[config.mk]
export PLATFORM = sky130hd
export DESIGN_NAME = hazard_ctrl_flat
export DESIGN_NICKNAME = d
export VERILOG_FILES = /design/src/rtl/hazard_pkg.sv /design/src/rtl/hazard_ctrl_if.sv /design/src/rtl/hazard_ctrl_md_timer.sv /design/src/rtl/hazard_ctrl.sv /design/src/flat_wrapper.sv
export SDC_FILE = /design/constraint.sdc
export NUM_CORES = 1
export LEC_CHECK = 0
export CORE_UTILIZATION = 23
export DETAILED_ROUTE_END_ITERATION = 12
export PLACE_DENSITY = 0.61
export SYNTH_ARGS = -nofsm -noshare
export SYNTH_HDL_FRONTEND = slang
export SYNTH_HIERARCHICAL = 1
export SYNTH_SLANG_ARGS = --single-unit
[constraint.sdc]
create_clock -name clk -period 2.2 [get_ports clk]
set_clock_uncertainty 0.2 [all_clocks]
set_input_delay 0.33 -clock clk [delete_from_list [all_inputs] [get_ports clk]]
set_output_delay 0.33 -clock clk [all_outputs]
set_load 0.05 [all_outputs]
[src/rtl/hazard_pkg.sv]
// hazard_pkg: state type, register constants and the load-use predicate shared by hazard_ctrl
package hazard_pkg;
  typedef enum logic {RUN, MD_WAIT} state_t;
  localparam int DEF_REG_AW = 5;
  localparam logic [DEF_REG_AW-1:0] ZERO_REG = '0;
  function automatic logic load_use_f(
    input logic                  mem_read,
    input logic [DEF_REG_AW-1:0] ex_rt,
    input logic [DEF_REG_AW-1:0] id_rs,
    input logic [DEF_REG_AW-1:0] id_rt,
    input logic                  uses_rt
  );
    return mem_read && ex_rt != ZERO_REG && (ex_rt == id_rs || (uses_rt && ex_rt == id_rt));
  endfunction
endpackage

[src/rtl/hazard_ctrl_if.sv]
// hazard_ctrl_if: ID/EX hazard sources in, PC / IF/ID / ID/EXE write and flush controls out
interface hazard_ctrl_if #(parameter int REG_AW = hazard_pkg::DEF_REG_AW);
  logic [REG_AW-1:0] id_rs;
  logic [REG_AW-1:0] id_rt;
  logic [REG_AW-1:0] ex_rt;
  logic              id_uses_rt;
  logic              id_md_start;
  logic              ex_mem_read;
  logic              ex_branch_taken;
  logic              pc_write;
  logic              ifid_write;
  logic              ifid_flush;
  logic              idexe_write;
  logic              idexe_flush;
  logic              md_busy;
  modport master (
    output id_rs, id_rt, ex_rt, id_uses_rt, id_md_start, ex_mem_read, ex_branch_taken,
    input  pc_write, ifid_write, ifid_flush, idexe_write, idexe_flush, md_busy
  );
  modport slave (
    input  id_rs, id_rt, ex_rt, id_uses_rt, id_md_start, ex_mem_read, ex_branch_taken,
    output pc_write, ifid_write, ifid_flush, idexe_write, idexe_flush, md_busy
  );
endinterface

[src/rtl/hazard_ctrl_md_timer.sv]
// md_timer: loadable down-counter timing how long a mul/div holds EX; done when one cycle remains
module md_timer #(
  parameter int MD_LATENCY = 4
) (
  input  logic clk,
  input  logic rst,
  input  logic i_load,
  input  logic i_dec,
  output logic o_done
);
  localparam int CW = $clog2(MD_LATENCY) + 1;
  logic [CW-1:0] r_cnt;
  // load on issue, count down while waiting, hold at zero so it never underflows
  always_ff @(posedge clk)
    r_cnt <= rst ? '0 : i_load ? CW'(MD_LATENCY - 1) : (i_dec && r_cnt != '0) ? r_cnt - CW'(1) : r_cnt;
  assign o_done = r_cnt == CW'(1);
endmodule

[src/rtl/hazard_ctrl.sv]
// hazard_ctrl: load-use stall, branch flush and mul/div occupancy control; HAZARD_STATS_EN adds event counters
module hazard_ctrl import hazard_pkg::*; #(
  parameter int MD_LATENCY = 4,
  parameter int REG_AW     = DEF_REG_AW
) (
  input logic          clk,
  input logic          rst,
  hazard_ctrl_if.slave bus
`ifdef HAZARD_STATS_EN
  ,
  output logic [31:0]  stall_cnt,
  output logic [31:0]  flush_cnt,
  output logic [31:0]  md_cnt
`endif
);
  state_t            r_state;
  state_t            w_next;
  logic [REG_AW-1:0] w_rs;
  logic [REG_AW-1:0] w_rt;
  logic [REG_AW-1:0] w_ex_rt;
  logic              w_load_use;
  logic              w_md_load;
  logic              w_md_dec;
  logic              w_md_done;
  assign w_rs       = bus.id_rs;
  assign w_rt       = bus.id_rt;
  assign w_ex_rt    = bus.ex_rt;
  assign w_load_use = load_use_f(bus.ex_mem_read, w_ex_rt, w_rs, w_rt, bus.id_uses_rt);
  md_timer #(.MD_LATENCY(MD_LATENCY)) u_md_timer (
    .clk    (clk),
    .rst    (rst),
    .i_load (w_md_load),
    .i_dec  (w_md_dec),
    .o_done (w_md_done)
  );
  // state register
  always_ff @(posedge clk)
    r_state <= rst ? RUN : w_next;
  // next state and pipeline controls; reset wins, then the mul/div wait, then branch > load-use > mul/div issue
  always_comb begin
    w_next          = r_state;
    w_md_load       = 1'b0;
    w_md_dec        = 1'b0;
    bus.pc_write    = 1'b1;
    bus.ifid_write  = 1'b1;
    bus.idexe_write = 1'b1;
    bus.ifid_flush  = 1'b0;
    bus.idexe_flush = 1'b0;
    bus.md_busy     = 1'b0;
    if (rst) begin
      bus.pc_write    = 1'b0;
      bus.ifid_write  = 1'b0;
      bus.idexe_write = 1'b0;
      bus.ifid_flush  = 1'b1;
      bus.idexe_flush = 1'b1;
    end else if (r_state == MD_WAIT) begin
      bus.pc_write    = 1'b0;
      bus.ifid_write  = 1'b0;
      bus.idexe_write = 1'b0;
      bus.md_busy     = 1'b1;
      w_md_dec        = 1'b1;
      w_next          = w_md_done ? RUN : MD_WAIT;
    end else if (bus.ex_branch_taken) begin
      bus.ifid_flush  = 1'b1;
      bus.idexe_flush = 1'b1;
    end else if (w_load_use) begin
      bus.pc_write    = 1'b0;
      bus.ifid_write  = 1'b0;
      bus.idexe_flush = 1'b1;
    end else if (bus.id_md_start) begin
      w_md_load = 1'b1;
      w_next    = MD_WAIT;
    end
  end
`ifdef HAZARD_STATS_EN
  logic w_stall;
  logic w_flush;
  logic w_md_cyc;
  assign w_md_cyc = r_state == MD_WAIT;
  assign w_flush  = r_state == RUN && bus.ex_branch_taken;
  assign w_stall  = r_state == RUN && !bus.ex_branch_taken && w_load_use;
  // saturating event counters
  always_ff @(posedge clk)
    if (rst) begin
      stall_cnt <= '0;
      flush_cnt <= '0;
      md_cnt    <= '0;
    end else begin
      stall_cnt <= stall_cnt + 32'(w_stall && stall_cnt != '1);
      flush_cnt <= flush_cnt + 32'(w_flush && flush_cnt != '1);
      md_cnt    <= md_cnt + 32'(w_md_cyc && md_cnt != '1);
    end
`endif
endmodule

[src/flat_wrapper.sv]
// flat-port wrapper written by rule: the top's interface ports become plain ports
module hazard_ctrl_flat import hazard_pkg::*;
#(
  parameter int MD_LATENCY = 4,
  parameter int REG_AW     = DEF_REG_AW
)
  (clk, rst, bus_id_rs, bus_id_rt, bus_ex_rt, bus_id_uses_rt, bus_id_md_start, bus_ex_mem_read, bus_ex_branch_taken, bus_pc_write, bus_ifid_write, bus_ifid_flush, bus_idexe_write, bus_idexe_flush, bus_md_busy);
  hazard_ctrl_if #(.REG_AW(REG_AW)) bus_i ();
  input logic clk;
  input logic rst;
  input wire logic [$bits(bus_i.id_rs)-1:0] bus_id_rs;
  input wire logic [$bits(bus_i.id_rt)-1:0] bus_id_rt;
  input wire logic [$bits(bus_i.ex_rt)-1:0] bus_ex_rt;
  input wire logic [$bits(bus_i.id_uses_rt)-1:0] bus_id_uses_rt;
  input wire logic [$bits(bus_i.id_md_start)-1:0] bus_id_md_start;
  input wire logic [$bits(bus_i.ex_mem_read)-1:0] bus_ex_mem_read;
  input wire logic [$bits(bus_i.ex_branch_taken)-1:0] bus_ex_branch_taken;
  output wire logic [$bits(bus_i.pc_write)-1:0] bus_pc_write;
  output wire logic [$bits(bus_i.ifid_write)-1:0] bus_ifid_write;
  output wire logic [$bits(bus_i.ifid_flush)-1:0] bus_ifid_flush;
  output wire logic [$bits(bus_i.idexe_write)-1:0] bus_idexe_write;
  output wire logic [$bits(bus_i.idexe_flush)-1:0] bus_idexe_flush;
  output wire logic [$bits(bus_i.md_busy)-1:0] bus_md_busy;
  assign bus_i.id_rs = bus_id_rs;
  assign bus_i.id_rt = bus_id_rt;
  assign bus_i.ex_rt = bus_ex_rt;
  assign bus_i.id_uses_rt = bus_id_uses_rt;
  assign bus_i.id_md_start = bus_id_md_start;
  assign bus_i.ex_mem_read = bus_ex_mem_read;
  assign bus_i.ex_branch_taken = bus_ex_branch_taken;
  assign bus_pc_write = bus_i.pc_write;
  assign bus_ifid_write = bus_i.ifid_write;
  assign bus_ifid_flush = bus_i.ifid_flush;
  assign bus_idexe_write = bus_i.idexe_write;
  assign bus_idexe_flush = bus_i.idexe_flush;
  assign bus_md_busy = bus_i.md_busy;
  hazard_ctrl #(.MD_LATENCY(MD_LATENCY), .REG_AW(REG_AW)) u_core (.clk(clk), .rst(rst), .bus(bus_i));
endmodule
Word level (Yosys, flattened, before mapping)
Cells that the tools add are included.
{ "totals": {"in_bits": 21, "regBits": 4, "output_inout_bits": 6, "wordCells": 40} }
{ "op_classes": {"n_eq_ne": 3, "n_mux": 24, "reduce_logical": 9, "n_addsub": 1} }
{ "op_table": {"columns": ["operator", "n"], "rows": [
  ["$mux W1", 22],
  ["$eq A5 B5 Y1", 2],
  ["$reduce_bool A5 Y1", 1],
  ["$logic_and A1 B1 Y1", 4],
  ["$mux W2", 2],
  ["$eq A3 B1 Y1 const B", 1],
  ["$reduce_bool A3 Y1", 1],
  ["$sub A3 B1 Y3 const B", 1],
  ["$reduce_bool A2 Y1", 1],
  ["$reduce_or A2 Y1", 1],
  ["$logic_or A1 B1 Y1", 1]
]} }

Longest topological paths before layout
{ "logic_depth": {"depth_word": 9, "depth_mapped": 6, "mapped_depth_nobuf": 6} }

By module
The synthesis kept the hierarchy.
{ "by_module_without_submodules": {"columns": ["module", "cells_each", "seq_area_each_um2", "area_per_inst_um2", "instances"], "rows": [
  ["hazard_ctrl", 33, 20.0, 232.7, 1],
  ["md_timer", 20, 60.1, 203.9, 1]
]} }

Least setup slack after synthesis
Ideal clock, no wire load.
{ "synth_path": {"kind": "input -> output", "from": "in rst", "to": "out bus_pc_write", "cell_stages": 3, "setup_slack_ps": -1002, "arrival_time_ps": 2672, "n_path_buf": 1, "t_required_ps": 1670, "cell_sequence": "nor2_1 -> a21boi_0 -> buf_4"} }
{ "synth_between": {"elab_chain_len": 1} }
{ "synth_rtl": {"columns": ["item", "line_no", "text"], "rows": [
  ["start, declared", "flat_wrapper.sv:10", "input logic rst;"],
  ["$mux W1", null, null],
  ["end, declared", "flat_wrapper.sv:18", "output wire logic [$bits(bus_i.pc_write)-1:0] bus_pc_write;"]
]} }
No other way between the ends.

Worst setup path in the final report
{ "layout_path": {"from": "in bus_ex_rt[1]", "to": "out bus_idexe_flush"} }
{ "layout_between": {"elab_chain_len": 8, "elab_cells_between_ends": 11, "cone_classes": "2 x eq/ne; 4 x mux; 5 x reduce/logical"} }
{ "layout_rtl": {"columns": ["item", "line_no", "text"], "rows": [
  ["start, declared", "flat_wrapper.sv:13", "input wire logic [$bits(bus_i.ex_rt)-1:0] bus_ex_rt;"],
  ["$eq A5 B5 Y1", "hazard_pkg.sv:13", "return mem_read && ex_rt != ZERO_REG && (ex_rt == id_rs || (uses_rt && ex_rt == id_rt));"],
  ["$logic_and A1 B1 Y1", "hazard_pkg.sv:13", null],
  ["$logic_or A1 B1 Y1", "hazard_pkg.sv:13", null],
  ["$logic_and A1 B1 Y1 *", "hazard_pkg.sv:13", null],
  ["$mux W1 *", "hazard_ctrl.sv:66", "end else if (w_load_use) begin"],
  ["$mux W1 *", "hazard_ctrl.sv:63", "end else if (bus.ex_branch_taken) begin"],
  ["$mux W1 *", "hazard_ctrl.sv:56", "end else if (r_state == MD_WAIT) begin"],
  ["$mux W1 *", "hazard_ctrl.sv:50", "if (rst) begin"],
  ["end, declared", "flat_wrapper.sv:22", "output wire logic [$bits(bus_i.idexe_flush)-1:0] bus_idexe_flush;"]
]} }
Every way passes the cells marked *; elsewhere a longest branch is shown, timed or not.

==> flow_summary.yaml <==
run_status:
  status: "complete, no violations"
global_routing:
  grt_pass1_wl_um: 1880
  overflow: 0
  grt_pass1_vias: 531
  grt_max_degree: 7
  track_usage_pct: 12.4
  antenna_found_initial: 0
finish:
  layout_commonest_cell: "buf_4"
  fin_nets: 122
  syn2layout_area_growth_pct: 120
  n_antenna_cell: 0
  layout_common_cells: "buf_4, xnor2_1, dlymetal6s2s_1, clkdlybuf4s50_1, buf_12"
  final_core_util_pct: 55.1
  layout-drive-gt1-share_pct: 38.5
  num-fill-cells: 159
logic_synthesis:
  synthArstFlopShare_pct: 0
  synthCells: 53
  ys.flop_type: "dfxtp_1"
  synth-seq-cells: 4
  mappedNetlistNets: 77
  yosysWarnings: 6
  netlist.area_leader.share_pct: 20.1
  yosys.cell_types.count: 27
  synth-edff-count: 0
  synth-seq-area-share_pct: 18.3
  ys_top_cells_by_area: "xnor2_1, dfxtp_1, ha_1, and4b_1, inv_1"
  syn_area_um2: 437
  syn_area_per_cell_um2: 8.24
  synth_top_cell_by_area: "xnor2_1"
timing:
  worst_pin_slew_ps: 365
  drv_slew: 0
  timing.final.crit_share_pct: 98.0
  finalSetupTns_ps: 0
  clock.fmax_mhz: 464
  setup_viol: 0
  hold_viol: 0
  period_needed_ps: 2160
  setup_slack_ps: 43.4
  slew_headroom_pct: 75.3
power:
  switchingPower_mw: 0.137
  clkPwrFrac_pct: 22.2
  seq_power_share_pct: 21.1
  total_power_mw: 0.400
  power_frac_comb_pct: 56.7
  power_density_nw_per_um2: 416
  switching_share_pct: 34.3
  vdd_drop_max_mv: 0.135
  p_int_mw: 0.263
  leakage_nw: 0.472
critical_path:
  slowest_delay_ps: 540
  cp.depth: 6
  setup.worst_path.class: "input port to output port"
  endpoint_kind: "output port"
  cp_num_buf_inv: 3
  cp_data_required_time_ps: 1670
  worst_path_max_delay_cell: "or4_4"
  crit_family: "simple AND/OR/NAND/NOR gates"
  r2r_cells: 6
  crit_arrival_ps: 1630
  crit_fanout: 3
  path_cells: "clkbuf_2 > or4_4 > o21ai_4 > inv_2 > a31o_1 > buf_12"
  cp-start-kind: "input port"
die:
  row_count: 15
  ioPinCount: 27
  start_util_pct: 25.0
  die-area_um2: 2080
  die_width_um: 45.6
  core_um2: 1750
  die_h_um: 45.6
clock_tree:
  clock_sinks: 4
  holdBufCountCts: 0
  cts-root-buf: "clkbuf_4"
  cts_max_level: 1
  clk_latency_ps: 230
  clockBufferDepth: 2
  cts_made_buffers: 3
  clkTransAtPathRegs_ps: 40
  tritoncts: "done"
route:
  vias: 537
  wl_per_cell_um: 9.66
  drtPass1Iterations: 5
  drt_iter0_drc: 3
  ant_nets: 0
  wirelength_um: 1170
  drc: 0
  drt-vias-per-instance: 4.44
placed_design:
  port_buffers: 26
  pre_cts_slack_ps: -280
  gp_congestion: 0.712
  dp_hpwl_um: 988
flow_run:
  maxCapViolations: 0
hold_path:
  min_delay_path_depth: 2
  hold_class: "flop to flop"
==> synthesized netlist by cell type, types with 2 or more instances <==
library cell and instances:
a211oi_1 2, a21boi_0 2, and4b_1 2, dfxtp_1 4
ha_1 3, inv_1 5, nand2_1 2, nor2_1 4
nor3_1 2, xnor2_1 10
==> routing by layer <==
| metal | vias up | wire length [um] | GRT usage (%) |
|---|---|---|---|
| li1 | 274 | - | - |
| met4 | 0 | 16 | 9.09 |
| met1 | 241 | 476 | 11.9 |
| met5 | - | 0 | 0 |
| met3 | 2 | 46 | 1.19 |
| met2 | 20 | 629 | 24.0 |
==> final timing paths <==
kind / startpoint / end / slack, ps
setup / recovery: bus_ex_rt[1] / bus_idexe_flush / 40
hold / removal: u_core/u_md_timer/r_cnt[1]$_SDFFE_PP0P_ / u_core/u_md_timer/r_cnt[1]$_SDFFE_PP0P_ / 400
setup reg to reg: u_core/r_state$_SDFF_PP0_ / u_core/u_md_timer/r_cnt[1]$_SDFFE_PP0P_ / 510
hold reg to reg: u_core/u_md_timer/r_cnt[1]$_SDFFE_PP0P_ / u_core/u_md_timer/r_cnt[1]$_SDFFE_PP0P_ / 400
==> flip-flops by register name, summed over array words and instances, names as in the netlist <==
signal and cells:
u_core/u_md_timer/r_cnt 3, u_core/r_state 1
==> area by class of cell <==
class	instances	area, um2	share of cell area [%]
Tap cell	25	31.3	3.26
Multi-Input combinational cell	42	365	38.0
Sequential cell	4	80.1	8.33
Clock buffer	3	22.5	2.34
Inverter	6	22.5	2.34
Timing Repair Buffer	41	439	45.7
==> stage by stage <==
stage / cells / cell area (um2) / hold WS [ps]
detailed placement: 115 / 898 / 386
global route: 121 / 961 / 456
CTS: 119 / 921 / 396
floorplan: 53 / 468 / 201
global placement: 115 / 898 / 360
finish: 121 / 961 / 395
==> what timing repair did <==
item / 4_1_cts / 5_1_grt
endpoints found under the setup margin: 5 / 3
setup buffers: 1 / 2
resized for setup: 10 / 14
endpoints found under the hold margin: 0 / 0
pin swaps: 6 / 16
==> logic make-up after synthesis <==
| group | count (synthesis) | share of synthesized area [%] |
|---|---|---|
| simple gates | 18 | 28.1 |
| compound gates | 11 | 18.1 |
| flops | 4 | 18.3 |
| fa+ha+maj | 3 | 8.60 |
| xor+xnor | 10 | 20.1 |
| buf+inv | 7 | 6.88 |
==> tightest hold or removal path, stage by stage (launching register included) <==
cell and delay [ps]:
dfxtp_1 320, a211oi_1 50, nor3_1 170
==> power by group through the flow <==
stage	Clock [mW]	Sequential (mW)	Combinational (mW)
after global routing	0.0973	0.0851	0.243
final	0.0889	0.0843	0.227
after global placement	0	0.0852	0.224
after floorplan	0	0.0842	0.110
after detailed placement	0	0.0853	0.227
after CTS	0.0934	0.0842	0.225
No activity file was read; power rests on OpenSTA's default activity.
